`config.mk`:
```
export PLATFORM = sky130hd
export DESIGN_NAME = sdram_line_cache
export DESIGN_NICKNAME = d
export VERILOG_FILES = /design/src/rtl/sdram_line_cache.sv
export SDC_FILE = /design/constraint.sdc
export NUM_CORES = 2
export LEC_CHECK = 0
export BUFFER_PORTS_ARGS = -buffer_cell sky130_fd_sc_hd__buf_2
export CAP_MARGIN = 10
export CORE_ASPECT_RATIO = 0.9
export CORE_MARGIN = 2
export CORE_UTILIZATION = 35
export DETAILED_ROUTE_END_ITERATION = 10
export GPL_TIMING_DRIVEN = 1
export PLACE_DENSITY = 0.48
export SLEW_MARGIN = 20
export SYNTH_ARGS = -nofsm -noshare
export SYNTH_HDL_FRONTEND = slang
export SYNTH_SLANG_ARGS = --single-unit
```
`constraint.sdc`:
```
create_clock -name clk_128 -period 10.2 [get_ports clk_128]
set_input_delay 1.02 -clock clk_128 [delete_from_list [all_inputs] [get_ports clk_128]]
set_output_delay 1.02 -clock clk_128 [all_outputs]
set_load 0.1 [all_outputs]
```
`src/rtl/sdram_line_cache.sv`:
```
// Direct-mapped read cache of 64-bit SDRAM lines (4 x 16-bit words).
// Misses fetch one burst line from the controller; CPU writes are snooped so cached lines stay coherent.
//
// state  | meaning
// -------+-------------------------------------------------------------
// IDLE   | accept flush > write snoop > read request
// LOOKUP | compare the latched address against the tag/valid arrays
// FILL   | burst read outstanding, mem_oe held until mem_done
// RESP   | filled word already in cpu_dout, pulse cpu_ack
// FLUSH  | clear one valid bit per cycle, index 0 upward
module sdram_line_cache #(
   parameter int LINES = 16,
   parameter int AW    = 24
) (
   input  logic          clk_128,
   input  logic          reset_n,
   input  logic          flush,
   input  logic [AW-1:0] cpu_addr,
   input  logic          cpu_rd,
   input  logic          cpu_wr,
   input  logic [15:0]   cpu_din,
   input  logic [1:0]    cpu_ds,
   output logic [15:0]   cpu_dout,
   output logic          cpu_ack,
   output logic          busy,
   output logic          mem_oe,
   output logic [AW-1:0] mem_addr,
   input  logic [63:0]   mem_dout,
   input  logic          mem_done
);

   localparam int IDX = $clog2(LINES);
   localparam int TW  = AW - 2 - IDX;

   typedef enum logic [2:0] {
      S_IDLE   = 3'd0,
      S_LOOKUP = 3'd1,
      S_FILL   = 3'd2,
      S_RESP   = 3'd3,
      S_FLUSH  = 3'd4
   } state_t;

   state_t state_q, state_d;

   logic [63:0]      data_q [LINES];
   logic [TW-1:0]    tag_q  [LINES];
   logic [LINES-1:0] valid_q;

   logic [AW-1:0]  addr_q;
   logic [IDX-1:0] flush_cnt_q;
   logic [15:0]    cpu_dout_q;
   logic           cpu_ack_q;
   logic           mem_oe_q;
   logic [AW-1:0]  mem_addr_q;

   logic [1:0]     cpu_word, lk_word;
   logic [IDX-1:0] cpu_idx, lk_idx;
   logic [TW-1:0]  cpu_tag, lk_tag;
   logic           lk_hit, wr_match;
   logic [15:0]    lk_data, fill_data, snoop_old, snoop_new;

   logic           take_rd, snoop_we, ack_d, dout_we, start_fill, fill_we;
   logic           flush_start, flush_clr;
   logic [15:0]    dout_d;

   assign cpu_word = cpu_addr[1:0];
   assign cpu_idx  = cpu_addr[2 +: IDX];
   assign cpu_tag  = cpu_addr[AW-1 -: TW];
   assign lk_word  = addr_q[1:0];
   assign lk_idx   = addr_q[2 +: IDX];
   assign lk_tag   = addr_q[AW-1 -: TW];

   assign lk_hit    = valid_q[lk_idx] && (tag_q[lk_idx] == lk_tag);
   assign wr_match  = valid_q[cpu_idx] && (tag_q[cpu_idx] == cpu_tag);
   assign lk_data   = data_q[lk_idx][{lk_word, 4'b0000} +: 16];
   assign fill_data = mem_dout[{lk_word, 4'b0000} +: 16];
   assign snoop_old = data_q[cpu_idx][{cpu_word, 4'b0000} +: 16];
   assign snoop_new = {cpu_ds[1] ? cpu_din[15:8] : snoop_old[15:8],
                       cpu_ds[0] ? cpu_din[7:0]  : snoop_old[7:0]};

   always_ff @(posedge clk_128 or negedge reset_n) begin
      if (!reset_n) state_q <= S_IDLE;
      else          state_q <= state_d;
   end

   always_comb begin
      state_d     = state_q;
      take_rd     = 1'b0;
      snoop_we    = 1'b0;
      ack_d       = 1'b0;
      dout_we     = 1'b0;
      dout_d      = cpu_dout_q;
      start_fill  = 1'b0;
      fill_we     = 1'b0;
      flush_start = 1'b0;
      flush_clr   = 1'b0;
      case (state_q)
         S_IDLE: begin
            if (flush) begin
               flush_start = 1'b1;
               state_d     = S_FLUSH;
            end else if (cpu_wr) begin
               snoop_we = wr_match;
            end else if (cpu_rd && !cpu_ack_q) begin
               // the ack cycle is skipped so a still-held cpu_rd is not re-served
               take_rd = 1'b1;
               state_d = S_LOOKUP;
            end
         end
         S_LOOKUP: begin
            if (lk_hit) begin
               ack_d   = 1'b1;
               dout_we = 1'b1;
               dout_d  = lk_data;
               state_d = S_IDLE;
            end else begin
               start_fill = 1'b1;
               state_d    = S_FILL;
            end
         end
         S_FILL: begin
            if (mem_done) begin
               fill_we = 1'b1;
               dout_we = 1'b1;
               dout_d  = fill_data;
               state_d = S_RESP;
            end
         end
         S_RESP: begin
            ack_d   = 1'b1;
            state_d = S_IDLE;
         end
         S_FLUSH: begin
            flush_clr = 1'b1;
            if (flush_cnt_q == '0) state_d = S_IDLE;
         end
         default: state_d = S_IDLE;
      endcase
   end

   always_ff @(posedge clk_128 or negedge reset_n) begin
      if (!reset_n) begin
         addr_q      <= '0;
         flush_cnt_q <= '0;
         cpu_dout_q  <= '0;
         cpu_ack_q   <= 1'b0;
         mem_oe_q    <= 1'b0;
         mem_addr_q  <= '0;
         valid_q     <= '0;
      end else begin
         cpu_ack_q <= ack_d;
         if (take_rd) addr_q <= cpu_addr;
         if (dout_we) cpu_dout_q <= dout_d;
         if (start_fill) begin
            mem_oe_q   <= 1'b1;
            mem_addr_q <= {addr_q[AW-1:2], 2'b00};
         end else if (fill_we) begin
            mem_oe_q <= 1'b0;
         end
         // down-counter walks the index upward through its complement
         if (flush_start)    flush_cnt_q <= IDX'(LINES - 1);
         else if (flush_clr) flush_cnt_q <= flush_cnt_q - IDX'(1);
         if (flush_clr)      valid_q[~flush_cnt_q] <= 1'b0;
         else if (fill_we)   valid_q[lk_idx]       <= 1'b1;
      end
   end

   always_ff @(posedge clk_128) begin
      if (fill_we) begin
         data_q[lk_idx] <= mem_dout;
         tag_q[lk_idx]  <= lk_tag;
      end else if (snoop_we) begin
         data_q[cpu_idx][{cpu_word, 4'b0000} +: 16] <= snoop_new;
      end
   end

   assign cpu_dout = cpu_dout_q;
   assign cpu_ack  = cpu_ack_q;
   assign mem_oe   = mem_oe_q;
   assign mem_addr = mem_addr_q;
   assign busy     = (state_q != S_IDLE);

endmodule

```
# Word level (Yosys, flattened, before mapping)
# Memory sizes are Yosys's and may differ from the RTL's.
# Index checks and enable logic that the tools add are counted.
# classes
addsub	2
bitwise_logic	4
eq_ne	11
magnitude_cmp	5
reduce_logical	16
div_mod_pow	0
muxes	51
mul	0
shift	5
# ops
operator	count
64-bit two-way mux	3
64-bit by 7-bit variable part select with 16-bit output	3
16-bit two-way mux	4
64-bit OR reduction	1
16-bit by 8-bit variable shift with 64-bit output (first input constant)	1
16-bit by 8-bit variable part select with 64-bit output	1
18-bit equality test	2
16-bit case mux with 2 select lines	1
1-bit two-way mux	25
16-bit bitwise AND	1
8-bit two-way mux	2
16-bit inverter	1
16-bit OR	1
4-bit by 5-bit < comparator with 1-bit output (second input constant)	3
3-bit two-way mux	5
4-bit two-way mux	3
3-bit case mux with 4 select lines	1
1-bit binary-select mux with 4-bit select	2
1-bit demux with 4-bit select	2
4-bit by 1-bit >= comparator with 1-bit output (second input constant)	2
6-bit negator with 8-bit output	1
4-bit AND reduction	2
2-bit nonzero test	4
3-bit by 2-bit equality test with 1-bit output (second input constant)	2
other kinds (13)	21
# totals
latchBits	0
wordCells	104
ff_bits	87
inputBits	112
ramBits	1312
memories	2
mem_bits_ro	0
# memory_table
memory	depth	width	rd	rd_ports_with_merged_regs	write_ports	line	rtl
data_q	16	64	2	0	1	45	logic [63:0] data_q [LINES];
tag_q	16	18	2	0	1	46	logic [TW-1:0] tag_q [LINES];

# Logic depth before layout (Yosys ltp)
# depth
word_depth	11
mapped_depth	16

# Worst setup path before layout
# Ideal clock, no wire load.
# synth_timing
path_kind	input port to flip-flop
start	in cpu_addr[2]
end	mem data_q[13][0], enable pin
required_ns	9.812
path_slack_ns	5.640
setup_ns	0.388
path_stages	14
t_arrival_ns	4.171
cell_sequence	buf_2 > buf_6 > buf_4 > mux2i_1 > a221oi_1 > o21ai_1 > o21ai_0 > mux2_2 > a2111oi_0 > nand4_1 > buf_2 > buf_2 > mux2i_2 > nor2_1
# synth_via
elab_chain_cells	11
word_cells_on_any_way	14
classes_between	1 x eq/ne; 10 x mux; 2 x reduce/logical; 1 x memory
# synth_lines
element	line	rtl
from (decl)	18	input logic [AW-1:0] cpu_addr,
memory read 16 x 18 bit or 1-bit binary-select mux with 4-bit select (tied branches)	n/a	
18-bit equality test or 1-bit two-way mux (tied branches)	74	assign wr_match = valid_q[cpu_idx] && (tag_q[cpu_idx] == cpu_tag);
1-bit logical AND	74	
1-bit two-way mux	102	end else if (cpu_wr) begin
1-bit two-way mux	99	if (flush) begin
1-bit two-way mux	97	case (state_q)
1-bit two-way mux	172	end else if (snoop_we) begin
1-bit two-way mux	169	if (fill_we) begin
64-bit two-way mux (implied by the code)	173	data_q[cpu_idx][{cpu_word, 4'b0000} +: 16] <= snoop_new;
64-bit OR reduction (no source line)	n/a	
4-bit two-way mux (no source line) or 64-bit two-way mux (tied branches)	n/a	
to (decl)	45	
# Several ways; a longest one is shown, not always the timed one. The select of a mux whose other input is x is not followed.

# Worst setup path in the final report
# layout_timing
start	in cpu_addr[2]
end	mem data_q[14][37], enable pin
# The elaborated chain is that of the path after synthesis.

==> impl_metrics.py <==
metrics = {
    "synth": {
        "yosys.area.top_type": "sky130_fd_sc_hd__edfxtp_1",
        "syn-instance-count": 3445,
        "synth_async_sr_flop_share_pct": 6.22,
        "yosys.cell_types.count": 67,
        "synthMostInstantiatedCell": "sky130_fd_sc_hd__edfxtp_1",
        "sequential_element_share_of_the_synthesized_area_pct": 61.9,
        "synth-edff-count": 1312,
        "mean_instance_size_in_the_synthesized_netlist_um2": 19.5,
        "yosysWarnings": 0,
        "postSynthRegisterBits": 1399,
        "post_synth_instance_area_mm2": 0.0671,
        "synth_top_flop_cell": "sky130_fd_sc_hd__edfxtp_1",
        "synth_common_cells": "sky130_fd_sc_hd__edfxtp_1 (1312), sky130_fd_sc_hd__mux4_2 (738), sky130_fd_sc_hd__mux2i_1 (176), sky130_fd_sc_hd__clkbuf_1 (126), sky130_fd_sc_hd__nor2_1 (125)",
        "synth_top_area_share_pct": 58.7,
        "synth.area.top_cells": "sky130_fd_sc_hd__edfxtp_1 (59%), sky130_fd_sc_hd__mux4_2 (25%), sky130_fd_sc_hd__dfrtp_1 (3.2%)",
    },
    "placement": {
        "detailed_place_hpwl_mm": 140,
        "place_area_mm2": 0.0712,
        "routabilityCongestion": 0.850,
        "port_buffers": 152,
    },
    "finish": {
        "postLayoutCoreUtil_pct": 40.1,
        "fin_area_mm2": 0.0764,
        "flow.area_growth_from_synthesis_pct": 13.8,
        "layout.nets": 3745,
        "drive_above_1_share_pct": 38.5,
    },
    "floorplan": {
        "die-width_um": 466,
        "floorplan.die.height_um": 419,
        "num_rows": 152,
        "floorplan.io_pins": 155,
        "initial_utilization_pct": 35.2,
        "die_area_mm2": 0.195,
        "core_mm2": 0.191,
    },
    "clock_network": {
        "cts_root_buffer": "sky130_fd_sc_hd__clkbuf_16",
        "postCtsSetupBuffers": 0,
        "clkSlewWorstSetupHoldPaths_ps": 60,
        "cts-hold-fix-buffers": 0,
        "clockBufferDepth": 3,
        "cts_tree": "done",
        "h_tree_levels": 4,
        "cts_sinks": 1399,
        "cts_inserted_buffers": 159,
        "ctsResizeCount": 0,
        "clock_latency_ps": 820,
    },
    "power_and_ir_drop": {
        "power.switching_fraction_pct": 33.4,
        "irDropWorstVdd_mv": 0.294,
        "power.leakage_nw": 25.0,
        "design_power_total_mw": 18.3,
        "p_comb_share_pct": 30.6,
        "power.clock.fraction_pct": 31.7,
        "cellInternalPower_mw": 12.2,
        "power_density_mw_per_mm2": 240,
        "sequentialPowerShare_pct": 37.6,
        "p_switching_mw": 6.11,
    },
    "global_route": {
        "grt_usage_pct": 23.5,
        "pin_count_of_the_biggest_net_entering_global_routing": 145,
        "grt_pass1_vias": 38452,
        "antenna_found_initial": 17,
        "global_route_wire_length_before_repair_mm": 317,
        "globalRoute.totalOverflow": 0,
    },
    "drt": {
        "wire_per_inst_um": 36.5,
        "initial_drt_markers": 4286,
        "via_density_per_instance": 6.07,
        "drc_violation_count_after_routing": 0,
        "wirelength_routed_mm": 230,
        "num_vias": 38245,
        "firstDrtPassIters": 5,
        "number_of_nets_with_antenna_violations_after_detailed_routing": 0,
    },
    "timing": {
        "finalHoldViolations": 0,
        "maxClockFrequency_mhz": 154,
        "relSlewSlack_pct": 22.7,
        "hold_ws_ps": 190,
        "slew_violations": 0,
        "setup_tns_ps": 0,
        "skew_ps": 35.5,
        "max_slew.worst_pin.slew_ps": 1160,
        "setup-violations-final": 0,
        "post-route-min-period_ps": 6500,
        "rsz0062_at_grt": "false",
        "min_period_over_period_pct": 63.7,
    },
    "critical_path": {
        "path_cells": "buf_8, buf_4, mux4_2, mux2i_1, mux2i_1, xnor2_1, nand4_1, nor4_1, nand4_1, buf_12, mux2i_2, nor2_2, buf_4",
        "worst-path-max-fanout": 144,
        "worstSetupStartpointType": "input port",
        "worst_setup_path_end_kind": "flip-flop",
        "max_stage_delay_ps": 860,
        "setup.worst_path.class": "input port to flip-flop",
        "reg2reg_setup_slack_ps": 4380,
        "worst_path_max_delay_cell": "sky130_fd_sc_hd__nor2_2",
        "critical_path_required_ps": 10700,
        "worst_ep_arrival_time_ps": 7000,
    },
    "worst_hold_path": {
        "hold_path_class": "input port to asynchronous set/reset pin",
    },
    "flow_run": {
        "max-cap-violations": 0,
    },
    "status": {
        "outcome": "completed",
    },
}
metal layers:
layer / GRT usage (%) / vias up / part of all wire [%]
met1: 33.3 / 21112 / 43
met4: 7.95 / 4 / 3.5
li1: - / 15146 / -
met3: 4.15 / 366 / 6.8
met2: 36.7 / 1617 / 47
met5: 0 / - / 0.0096
state kept, by name, summed over array words and instances (netlist names):
name and count:
cpu_dout 16, data_q 1024, mem_addr 22, mem_oe 1, cpu_ack 1, flush_cnt_q 4
state_q 3, addr_q 24, valid_q 16, tag_q 288
final timing paths:
check / start / end / depth (start not counted)
max reg2reg: addr_q[3] / mem_addr[23] / 10
min reg2reg: mem_addr[3] / mem_addr[3] / 1
max: cpu_addr[2] / data_q[14][37] / 13
min in group clk_128: cpu_addr[9] / addr_q[9] / 2
max in group asynchronous: reset_n / addr_q[3] / 2
min: reset_n / mem_addr[10] / 1
critical path, delay by kind of cell:
kind / cells / cell delay (ps)
xor+xnor: 1 / 350
simple gates: 4 / 2070
mux: 4 / 1270
buf+inv: 4 / 2020
stage by stage:
stage	worst slack, ps	cells
6_report	3700	6304
5_1_grt	3580	6304
4_1_cts	3810	6298
3_5_place_dp	2940	6005
3_3_place_gp	2860	6004
2_1_floorplan	5640	3446
cell type report:
| cell class | instances | area (um2) |
|---|---|---|
| tap | 2541 | 3180 |
| antenna | 6 | 15.0 |
| clock inverter | 85 | 903 |
| fill | 17101 | 114000 |
| timing repair buffer | 293 | 2000 |
| clock buffer | 208 | 4310 |
| sequential | 1399 | 41600 |
| multi-input combinational | 1759 | 24300 |
| inverter | 13 | 53.8 |
power by group through the flow:
stage | Sequential (mW) | Clock [mW] | Combinational, mW
after floorplan | 7.20 | 0 | 3.51
after detailed placement | 7.02 | 0 | 5.62
after CTS | 6.90 | 5.91 | 5.63
final | 6.89 | 5.81 | 5.61
after global placement | 7.02 | 0 | 5.64
after global routing | 6.93 | 6.14 | 5.85
placed cells by master (no fill, tap or decap), types with 13 or more instances in the layout:
master | Yosys | layout
sky130_fd_sc_hd__mux2_4 | 28 | 28
sky130_fd_sc_hd__xnor2_1 | 25 | 25
sky130_fd_sc_hd__clkbuf_1 | 126 | 41
sky130_fd_sc_hd__clkinv_1 | 0 | 29
sky130_fd_sc_hd__buf_4 | 27 | 130
sky130_fd_sc_hd__bufinv_16 | 0 | 16
sky130_fd_sc_hd__mux2i_1 | 176 | 176
sky130_fd_sc_hd__a32oi_1 | 16 | 16
sky130_fd_sc_hd__a22oi_1 | 20 | 20
sky130_fd_sc_hd__nor2_1 | 125 | 44
sky130_fd_sc_hd__a221oi_1 | 19 | 19
sky130_fd_sc_hd__mux2_2 | 44 | 44
sky130_fd_sc_hd__nand2_1 | 118 | 116
sky130_fd_sc_hd__a31oi_1 | 13 | 13
sky130_fd_sc_hd__o21ai_0 | 53 | 39
sky130_fd_sc_hd__a21o_1 | 67 | 67
sky130_fd_sc_hd__buf_2 | 69 | 148
sky130_fd_sc_hd__o311ai_1 | 16 | 15
sky130_fd_sc_hd__a22o_1 | 16 | 16
sky130_fd_sc_hd__nand3_1 | 41 | 41
sky130_fd_sc_hd__clkinv_2 | 0 | 26
sky130_fd_sc_hd__nor3_1 | 86 | 86
sky130_fd_sc_hd__dfrtp_1 | 87 | 81
sky130_fd_sc_hd__xor2_1 | 13 | 13
sky130_fd_sc_hd__clkbuf_16 | 0 | 165
sky130_fd_sc_hd__edfxtp_1 | 1312 | 1312
sky130_fd_sc_hd__o21ai_1 | 11 | 24
sky130_fd_sc_hd__mux4_2 | 738 | 738
sky130_fd_sc_hd__nor2_2 | 0 | 80
kinds of logic (layout without fill, tap and decap cells):
family,Yosys count,in the layout,synth area share (%)
AND/OR/NAND/NOR,422,422,2.83
multiplexers,1007,1007,29.3
buffers and inverters,288,599,2.22
flip-flops,1399,1399,61.9
adder cells (fa/ha/maj),8,8,0.149
AO/OA/AOI/OAI,282,282,3.02
XOR/XNOR,38,38,0.496
other,1,8,0.00559
Note: power is estimated with default switching activity, not from simulation.
